==> src/rtl/dm_arbiter.sv <==
// dm_arbiter: two-requester round-robin arbiter and sequencer for the
// single-port 1024x32 data memory (DM).
//
// Every access runs IDLE -> ACCESS -> RESP. The winner's request is latched
// in IDLE. The DM is driven in ACCESS, and the winner is acked in RESP.
//
// Ports:
//   clk, rst_n                 clock, asynchronous active-low reset
//   reqN, weN, addrN, wdataN   requester N access request (N = 0, 1)
//   lockN                      requester N lock request
//   ackN, rdataN               requester N completion pulse and read data
//   dm_addr, dm_din, dm_DMWr   DM address, write data and write enable
//   dm_dout                    DM combinational read data
//   busy                       high whenever the sequencer is not IDLE
//
// Optional feature: `define DM_ARB_LOCK_EN enables lock ownership.
// Without it, lock0/lock1 are ignored and arbitration is pure round-robin.
module dm_arbiter #(
  parameter int AW = 10,
  parameter int DW = 32
) (
  input  logic          clk,
  input  logic          rst_n,
  input  logic          req0,
  input  logic          we0,
  input  logic [AW-1:0] addr0,
  input  logic [DW-1:0] wdata0,
  input  logic          lock0,
  output logic          ack0,
  output logic [DW-1:0] rdata0,
  input  logic          req1,
  input  logic          we1,
  input  logic [AW-1:0] addr1,
  input  logic [DW-1:0] wdata1,
  input  logic          lock1,
  output logic          ack1,
  output logic [DW-1:0] rdata1,
  output logic [AW-1:0] dm_addr,
  output logic [DW-1:0] dm_din,
  output logic          dm_DMWr,
  input  logic [DW-1:0] dm_dout,
  output logic          busy
);

  typedef enum logic [1:0] {
    IDLE   = 2'd0,
    ACCESS = 2'd1,
    RESP   = 2'd2
  } state_e;

  state_e        state_q, state_d;
  logic          gnt_q, gnt_d;
  logic          we_q, we_d;
  logic [AW-1:0] addr_q, addr_d;
  logic [DW-1:0] wdata_q, wdata_d;
  logic          last_gnt_q, last_gnt_d;
  logic [DW-1:0] rdata0_q, rdata0_d;
  logic [DW-1:0] rdata1_q, rdata1_d;
  logic          win;

  // Requests that take part in arbitration this cycle.
  logic          req0_eff, req1_eff;

`ifdef DM_ARB_LOCK_EN
  logic          lock_vld_q, lock_vld_d;
  logic          lock_id_q, lock_id_d;

  // While a lock owner exists, the other port is masked in IDLE.
  // If the owner has dropped its req, ownership ends and normal
  // arbitration applies in that same IDLE cycle.
  always_comb begin
    req0_eff   = req0;
    req1_eff   = req1;
    lock_vld_d = lock_vld_q;
    lock_id_d  = lock_id_q;
    if (state_q == IDLE && lock_vld_q) begin
      if (lock_id_q ? req1 : req0) begin
        if (lock_id_q) req0_eff = 1'b0;
        else           req1_eff = 1'b0;
      end else begin
        lock_vld_d = 1'b0;
      end
    end
    if (state_q == RESP) begin
      lock_vld_d = gnt_q ? lock1 : lock0;
      lock_id_d  = gnt_q;
    end
  end

  always_ff @(posedge clk or negedge rst_n) begin
    if (!rst_n) begin
      lock_vld_q <= 1'b0;
      lock_id_q  <= 1'b0;
    end else begin
      lock_vld_q <= lock_vld_d;
      lock_id_q  <= lock_id_d;
    end
  end
`else
  logic unused_lock;
  assign unused_lock = lock0 ^ lock1;
  assign req0_eff    = req0;
  assign req1_eff    = req1;
`endif

  always_comb begin
    state_d    = state_q;
    gnt_d      = gnt_q;
    we_d       = we_q;
    addr_d     = addr_q;
    wdata_d    = wdata_q;
    last_gnt_d = last_gnt_q;
    rdata0_d   = rdata0_q;
    rdata1_d   = rdata1_q;
    win        = 1'b0;
    unique case (state_q)
      IDLE: begin
        if (req0_eff || req1_eff) begin
          // On a tie, the port not granted last time wins.
          win        = (req0_eff && req1_eff) ? ~last_gnt_q : req1_eff;
          gnt_d      = win;
          last_gnt_d = win;
          we_d       = win ? we1    : we0;
          addr_d     = win ? addr1  : addr0;
          wdata_d    = win ? wdata1 : wdata0;
          state_d    = ACCESS;
        end
      end
      ACCESS: begin
        if (!we_q) begin
          if (gnt_q) rdata1_d = dm_dout;
          else       rdata0_d = dm_dout;
        end
        state_d = RESP;
      end
      RESP:    state_d = IDLE;
      default: state_d = IDLE;
    endcase
  end

  always_ff @(posedge clk or negedge rst_n) begin
    if (!rst_n) begin
      state_q    <= IDLE;
      gnt_q      <= 1'b0;
      we_q       <= 1'b0;
      addr_q     <= '0;
      wdata_q    <= '0;
      last_gnt_q <= 1'b1;
      rdata0_q   <= '0;
      rdata1_q   <= '0;
    end else begin
      state_q    <= state_d;
      gnt_q      <= gnt_d;
      we_q       <= we_d;
      addr_q     <= addr_d;
      wdata_q    <= wdata_d;
      last_gnt_q <= last_gnt_d;
      rdata0_q   <= rdata0_d;
      rdata1_q   <= rdata1_d;
    end
  end

  // The write enable is decoded from the state register. An asynchronous
  // reset during ACCESS therefore drops it at once.
  assign dm_DMWr = (state_q == ACCESS) && we_q;
  assign dm_addr = addr_q;
  assign dm_din  = wdata_q;
  assign ack0    = (state_q == RESP) && !gnt_q;
  assign ack1    = (state_q == RESP) && gnt_q;
  assign rdata0  = rdata0_q;
  assign rdata1  = rdata1_q;
  assign busy    = (state_q != IDLE);

endmodule

==> config.mk <==
export PLATFORM = sky130hd
export DESIGN_NAME = dm_arbiter
export DESIGN_NICKNAME = d
export VERILOG_FILES = /design/src/rtl/dm_arbiter.sv
export SDC_FILE = /design/constraint.sdc
export NUM_CORES = 1
export LEC_CHECK = 0
export ABC_AREA = 1
export CAP_MARGIN = 20
export CORE_UTILIZATION = 30
export DETAILED_ROUTE_END_ITERATION = 6
export PLACE_DENSITY = 0.61
export SLEW_MARGIN = 20
export SYNTH_ARGS = -nofsm -noshare
export SYNTH_HDL_FRONTEND = slang
export SYNTH_SLANG_ARGS = --single-unit
==> constraint.sdc <==
create_clock -name clk -period 1.6 [get_ports clk]
set_input_delay 0.32 -clock clk [delete_from_list [all_inputs] [get_ports clk]]
set_output_delay 0.32 -clock clk [all_outputs]
set_load 0.01 [all_outputs]
Word level (Yosys, flattened, before mapping)
Cells that the tools add are included.

storage, ports and cells
  register bits = 111
  word-level logic and storage cells = 31
  output and inout bits = 110

operators by class
  eq/ne operators = 3
  reduce and logical (&&, ||, !) cells = 11
  bitwise gates (word level) = 3
  multiplexer cells = 6

operator list
  kind                                                             number
  32-bit two-way mux                                               1
  10-bit two-way mux                                               1
  3-bit AND reduction                                              2
  1-bit logical AND                                                4
  2-bit case mux with 2 select lines                               1
  1-bit inverter                                                   3
  2-bit by 1-bit == test with 1-bit output, second input constant  1
  2-bit == test, second input constant                             1
  2-bit logical NOT                                                1
  1-bit two-way mux                                                2
  2-bit two-way mux                                                1
  2-bit != test, second input constant                             1
  2-bit AND reduction                                              1
  2-bit nonzero test                                               1
  1-bit logical NOT                                                1
  1-bit logical OR                                                 1

Longest topological paths before layout
Gate-level depths: netlist of run 1.

  word-level depth = 3
  mapped depth = 7
  depth with buffers taken out = 6

Worst setup path before layout of run 1
Ideal clock, no wire load.

  kind = reg-to-reg
  start = register last_gnt_q
  end = register addr_q[0] (netlist: dm_addr[0])
  buffers on the path = 1
  cell stages (with the launch flop) = 7
  setup slack = 0.448 ns
  setup time = 0.118 ns
  arrival time = 1.034 ns
  path through = dfstp_2 -> nand2_2 -> nand2_2 -> buf_4 -> nand2_1 -> nand3_1 -> nand2_1

between the ends
  word-level cells in the longest chain between the ends = 3

ends and longest elaborated chain
  element                 RTL line  text
  start, declared         56        logic last_gnt_q, last_gnt_d;
  start signal, assigned  157       last_gnt_q <= last_gnt_d;
  1-bit inverter          120       win = (req0_eff && req1_eff) ? ~last_gnt_q : req1_eff;
  1-bit two-way mux       120
  10-bit two-way mux      124       addr_d = win ? addr1 : addr0;
  end signal, assigned    155       addr_q <= addr_d;
  end, declared           54        logic [AW-1:0] addr_q, addr_d;

No other way between the ends.
A chain may end at the register's enable or synchronous reset.

Worst setup path in the final report of run 1
  start = register rdata0_q[14] (netlist: rdata0[14])
  end = output port rdata0[14]

RTL lines
  element                 RTL line  text
  start, declared         57        logic [DW-1:0] rdata0_q, rdata0_d;
  start signal, assigned  158       rdata0_q <= rdata0_d;
  end, declared           30        output logic [DW-1:0] rdata0,

No word-level cell between the ends.

==> summary.txt, run 1 <==
Status -> completed
Fmax -> 637 MHz
Tmin final -> 1.57 ns
Drt first-iter violations -> 169
Place WS -> -0.0291 ns
Share of the synthesized area in the top cell type -> 54.0%
Synth Flop Type -> dfrtp_1
GPL Wtd Cong -> 0.756
EDFF count, synth -> 0
Largest net degree at the start of global routing -> 44
# fillers -> 1658
GRT Total Usage -> 16.4%
Area Overhead vs Synth -> 60.5%
Maximum vdd drop -> 0.000743 V
H-tree levels -> 3
Port bufs -> 231
Final setup violation count -> 0
Largest stage delay, worst path -> 0.56 ns
Syn_nets -> 752
Arrival time worst endpoint -> 1.25 ns
Antenna viol nets, final -> 0
Total gr overflow -> 0
Drt pass-1 iters -> 4
CP Class -> register to output port
Register bit total from synthesis -> 111
Max-slew headroom -> 72.3%
CTS max path bufs -> 2
Layout cells sized above 1 -> 6.82%
Worst EP required -> 1.28 ns
NumNets Final -> 984
Worst setup SP type -> register
Cell Chain, Critical Path -> clkdlybuf4s50_1
Die Ht -> 132 µm
Largest cells by area after synthesis -> dfrtp_1, nand2_1, inv_1, nand3_1, o21ai_1
Die Span X -> 132 µm
Critical path capture point type -> output port
Slowest cell on the critical path -> clkdlybuf4s50_1
Vias in the first global route -> 4468
Initial antenna violation count -> 0
Endpoints failing hold -> 0
Most frequent cells in the layout -> nand2_1, clkdlybuf4s50_1, inv_1
Avg WL per Cell -> 12.9 µm
Netlist Area Pre-Place -> 0.00509 mm²
RSZ-0062 raised after global routing -> true
Power per cell area -> 1690 mW/mm²
FP Rows -> 47
Post-Synthesis Cells -> 628
CTS clk-pin slew, worst paths -> 0.08 ns
Fin crit share -> 98.2%
Max Slew Vio Count -> 0
Core area -> 0.0166 mm²
Root Buffer -> clkbuf_16
Setup Skew -> 0.00713 ns
Cell Area, Placed -> 0.00774 mm²
Register area share after synthesis -> 54.6%
Via Count -> 4629
Clock sink total -> 111
Hold Crit Class -> primary input to async pin
Num CTS Buffers -> 9
Ys async rst share -> 100%
Netlist cell types -> 19
Die footprint -> 0.0175 mm²
Crit path max-delay family -> buffers and inverters
CTS tree -> yes
I/O Pins -> 234
Synth Area per Inst -> 8.11 µm²
Worst-Margin Slew -> 0.416 ns
Pwr Total -> 13.8 mW
Max_cap viols -> 0
Final wirelength -> 14.0 mm
YS warnings -> 0
Final setup margin -> 0.0291 ns
Commonest non-fill, non-tap cell in the layout -> nand2_1
# DRC -> 0
Buf+Inv Stages, Crit Path -> 1
Setup TNS -> 0 ns
Starting Density -> 30.7%
Skew-Pair Late Insertion Delay -> 0.35 ns
Design area -> 0.00817 mm²
Diode count -> 0
Leakage -> 4.84 nW
Worst-path fanout max -> 2
HPWL after DPL -> 10.0 mm
Synth area leader -> dfrtp_1
Via density -> 4.27
First-pass GRT wire length -> 22.6 mm
synthesized netlist by cell type, types with 3 or more instances:
| cell | n |
|---|---|
| buf_4 | 6 |
| buf_6 | 14 |
| nand3_1 | 86 |
| nor2_4 | 3 |
| inv_1 | 120 |
| nand2_1 | 196 |
| nand2_2 | 3 |
| o21ai_0 | 21 |
| o21ai_1 | 44 |
| inv_2 | 3 |
| buf_2 | 6 |
| dfrtp_1 | 110 |
| clkbuf_1 | 7 |
through the flow:
stage | instances | utilization [%] | hold WS [ns]
detailed placement | 1067 | 46.7 | 0.280
floorplan | 628 | - | 0.0244
global placement | 1067 | 46.7 | 0.280
global route | 1085 | 49.3 | 0.451
finish | 1085 | 49.3 | 0.427
CTS | 1085 | 48.4 | 0.428
timing repair:
action	CTS	global route
hold buffers	1	0
gates resized for setup	36	68
endpoints found under the hold margin	19	0
setup buffers	1	0
setup endpoints to repair	29	66
logic make-up after synthesis:
kind of cell    share of synthesized area (%)
buf+inv                                  14.2
flops                                    54.6
simple gates                             24.8
compound gates                           6.39
final timing paths:
check                                  startpoint                endpoint  slack (ns)  cells after the start
setup / recovery           rdata0[14]$_DFFE_PN0P_              rdata0[14]        0.03                      1
hold / removal                              rst_n  dm_din[11]$_DFFE_PN0P_        0.43                      2
setup reg to reg                 we_q$_DFFE_PN0P_   rdata0[4]$_DFFE_PN0P_        0.17                      5
hold reg to reg            dm_din[20]$_DFFE_PN0P_  dm_din[20]$_DFFE_PN0P_        0.47                      2
max in group asynchronous                   rst_n  rdata0[16]$_DFFE_PN0P_        0.65                      3
min in group clk                             req1   dm_din[9]$_DFFE_PN0P_        0.44                      4
sequential cells by signal, indices dropped and copies added, names as in the netlist:
register	count
rdata1	32
state_q	2
rdata0	32
we_q	1
dm_din	32
last_gnt_q	1
gnt_q	1
dm_addr	10
layout make-up:
cell class              count  area, µm²  area share (%)
multi-input cells         360       1600            19.6
clock inverters             6       57.6           0.704
inverters                 123        462            5.65
repair buffers            255       2760            33.8
well taps                 220        275            3.37
flip-flops and latches    111       2780            34.0
clock buffers              10        239            2.92
report_power, final:
group / switching (mW) / internal [mW] / leakage, nW
clock: 1.11 / 1.14 / 0.147
combinational: 3.29 / 3.34 / 3.35
sequential: 0.712 / 4.23 / 1.35
layer usage:
metal / up-vias / global-route usage, % / routed length (µm)
met5: - / 0 / 0
met4: 0 / 5.17 / 171
met3: 11 / 5.23 / 1200
met2: 166 / 26.3 / 6390
met1: 2085 / 21.0 / 6250
li1: 2367 / - / -
Power figures use the tool's default switching activity.
==> run 2, diff against run 1 <==
Settings changed: CAP_MARGIN 20 to 15.
Clock period 1.6 ns to 1.9 ns, I/O delays scaled along.
==> run 2 against run 1 <==
Effect of this change:
- worst hold slack better by 0.020 ns
- combinational power is 14% lower
- register-to-register slack better by 0.28 ns
- die area stayed put
- global-route usage is 0.078 points lower
- largest power group unchanged
==> summary.txt, run 2 (same netlist as run 1, synthesis figures left out) <==
Final setup violation count -> 0
GRT Total Usage -> 16.3%
Clock sink total -> 111
I/O Pins -> 234
Die Span X -> 132 µm
Vias in the first global route -> 4414
Total placed cells including tap cells -> 1054
Antenna viol nets, final -> 0
Port bufs -> 231
Layout Utilization -> 47.4%
Initial antenna violation count -> 0
GPL Wtd Cong -> 0.736
Arrival time worst endpoint -> 1.31 ns
Largest stage delay, worst path -> 0.41 ns
Worst-Margin Slew -> 0.656 ns
Core area -> 0.0166 mm²
Worst path depth -> 3
Leakage -> 4.02 nW
Max_cap viols -> 0
Tmin final -> 1.69 ns
Status -> completed
Buf+Inv Stages, Crit Path -> 2
Setup TNS -> 0 ns
Worst Setup SP -> state_q[1]$_DFFE_PN0P_
First-pass GRT wire length -> 22.8 mm
Endpoints failing hold -> 0
HPWL after DPL -> 9.36 mm
# DRC -> 0
Worst R2R Path Depth -> 3
Maximum vdd drop -> 0.000553 V
R2r setup slk -> 0.45 ns
Worst EP required -> 1.52 ns
Final wirelength -> 13.6 mm
Slowest cell on the critical path -> dfrtp_1
Die footprint -> 0.0175 mm²
NumNets Final -> 970
Fin crit share -> 88.9%
Diode count -> 0
RSZ-0062 raised after global routing -> false
CTS tree -> yes
H-tree levels -> 3
Avg WL per Cell -> 12.7 µm
Reg2reg end -> rdata0[3]$_DFFE_PN0P_
Root Buffer -> clkbuf_16
Power per cell area -> 1500 mW/mm²
Total gr overflow -> 0
CTS clk-pin slew, worst paths -> 0.08 ns
Skew-Pair Late Insertion Delay -> 0.35 ns
Starting Density -> 30.7%
Critical path capture point type -> output port
Crit path max-delay family -> flip-flops
# fillers -> 1650
CTS max path bufs -> 2
Setup Skew -> 0.00526 ns
FP Rows -> 47
Drt pass-1 iters -> 4
Cell Chain, Critical Path -> inv_2, nor3_1, dlygate4sd2_1
R2r startpoint -> we_q$_DFFE_PN0P_
Worst setup SP type -> register
Max-slew headroom -> 56.3%
Most frequent cells in the layout -> clkdlybuf4s50_1, nand2_1, inv_1
Largest net degree at the start of global routing -> 65
Post-Layout Cell Count -> 1071
Worst-path fanout max -> 4
Via Count -> 4491
Fmax -> 592 MHz
Via density -> 4.19
Drt first-iter violations -> 150
Hold Crit Class -> primary input to async pin
Max Slew Vio Count -> 0
Area Overhead vs Synth -> 54.5%
Hold_ws -> 0.448 ns
Num CTS Buffers -> 9
Commonest non-fill, non-tap cell in the layout -> clkdlybuf4s50_1
Pwr Total -> 11.8 mW
CP Class -> register to output port
Crit path capture -> ack1
Layout cells sized above 1 -> 4.58%
Die Ht -> 132 µm
==> run 2: cell types whose count changed in the layout (fill, tap and decap cells not counted), sizes merged <==
cell,delta
buf,-15
clkbuf,-2
clkdlybuf4s15,-1
clkdlybuf4s50,+87
dlygate4sd2,-21
dlymetal6s2s,-62
==> run 2: routing by layer <==
| metal | vias to the layer above | track usage, % | wire, µm |
|---|---|---|---|
| li1 | 2341 | - | - |
| met1 | 1972 | 21.8 | 6390 |
| met2 | 165 | 25.3 | 5910 |
| met3 | 13 | 4.84 | 1090 |
| met4 | 0 | 5.30 | 193 |
| met5 | - | 0 | 0 |
==> run 2: cell type report <==
cell class	instances	area, µm²	area share (%)
clock inverter	6	57.6	0.732
multi-input combinational	360	1590	20.2
inverter	123	462	5.87
tap	220	275	3.50
clock buffer	10	239	3.04
timing repair buffer	241	2460	31.3
sequential	111	2780	35.3
==> run 2: how the worst min path moves through the flow <==
stage | slack, ns | cells past startpoint | end
6_report | 0.45 | 2 | dm_din[11]$_DFFE_PN0P_
5_1_grt | 0.45 | 2 | dm_din[10]$_DFFE_PN0P_
4_1_cts | 0.44 | 2 | dm_din[11]$_DFFE_PN0P_
3_3_place_gp | 0.29 | 1 | dm_din[11]$_DFFE_PN0P_
2_1_floorplan | 0.08 | 0 | dm_addr[0]$_DFFE_PN0P_
3_5_place_dp | 0.28 | 1 | dm_din[11]$_DFFE_PN0P_
==> run 2: worst reg2reg max path: cells and delay by family (launching register included) <==
kind,cells,cell delay (ns)
simple gates,2,0.59
flops,1,0.42
compound gates,1,0.35
==> run 2: where the power goes <==
group | internal [mW] | leakage [nW] | switching [mW] | total (mW)
sequential | 3.56 | 1.35 | 0.651 | 4.22
combinational | 2.99 | 2.52 | 2.69 | 5.69
clock | 0.960 | 0.147 | 0.924 | 1.88
==> run 2: what timing repair did <==
action / 4_1_cts / 5_1_grt
setup endpoints to repair: 4 / 0
endpoints found under the hold margin: 17 / 0
setup buffers: 0 / 0
gates resized for setup: 4 / 0
hold buffers: 1 / 0
==> run 2: stage by stage <==
step	worst slack, ns	cell area [µm²]
after floorplan	0.725	5090
after global placement	0.186	7570
after detailed placement	0.174	7570
after CTS	0.182	7870
after global routing	0.124	7870
final	0.212	7870
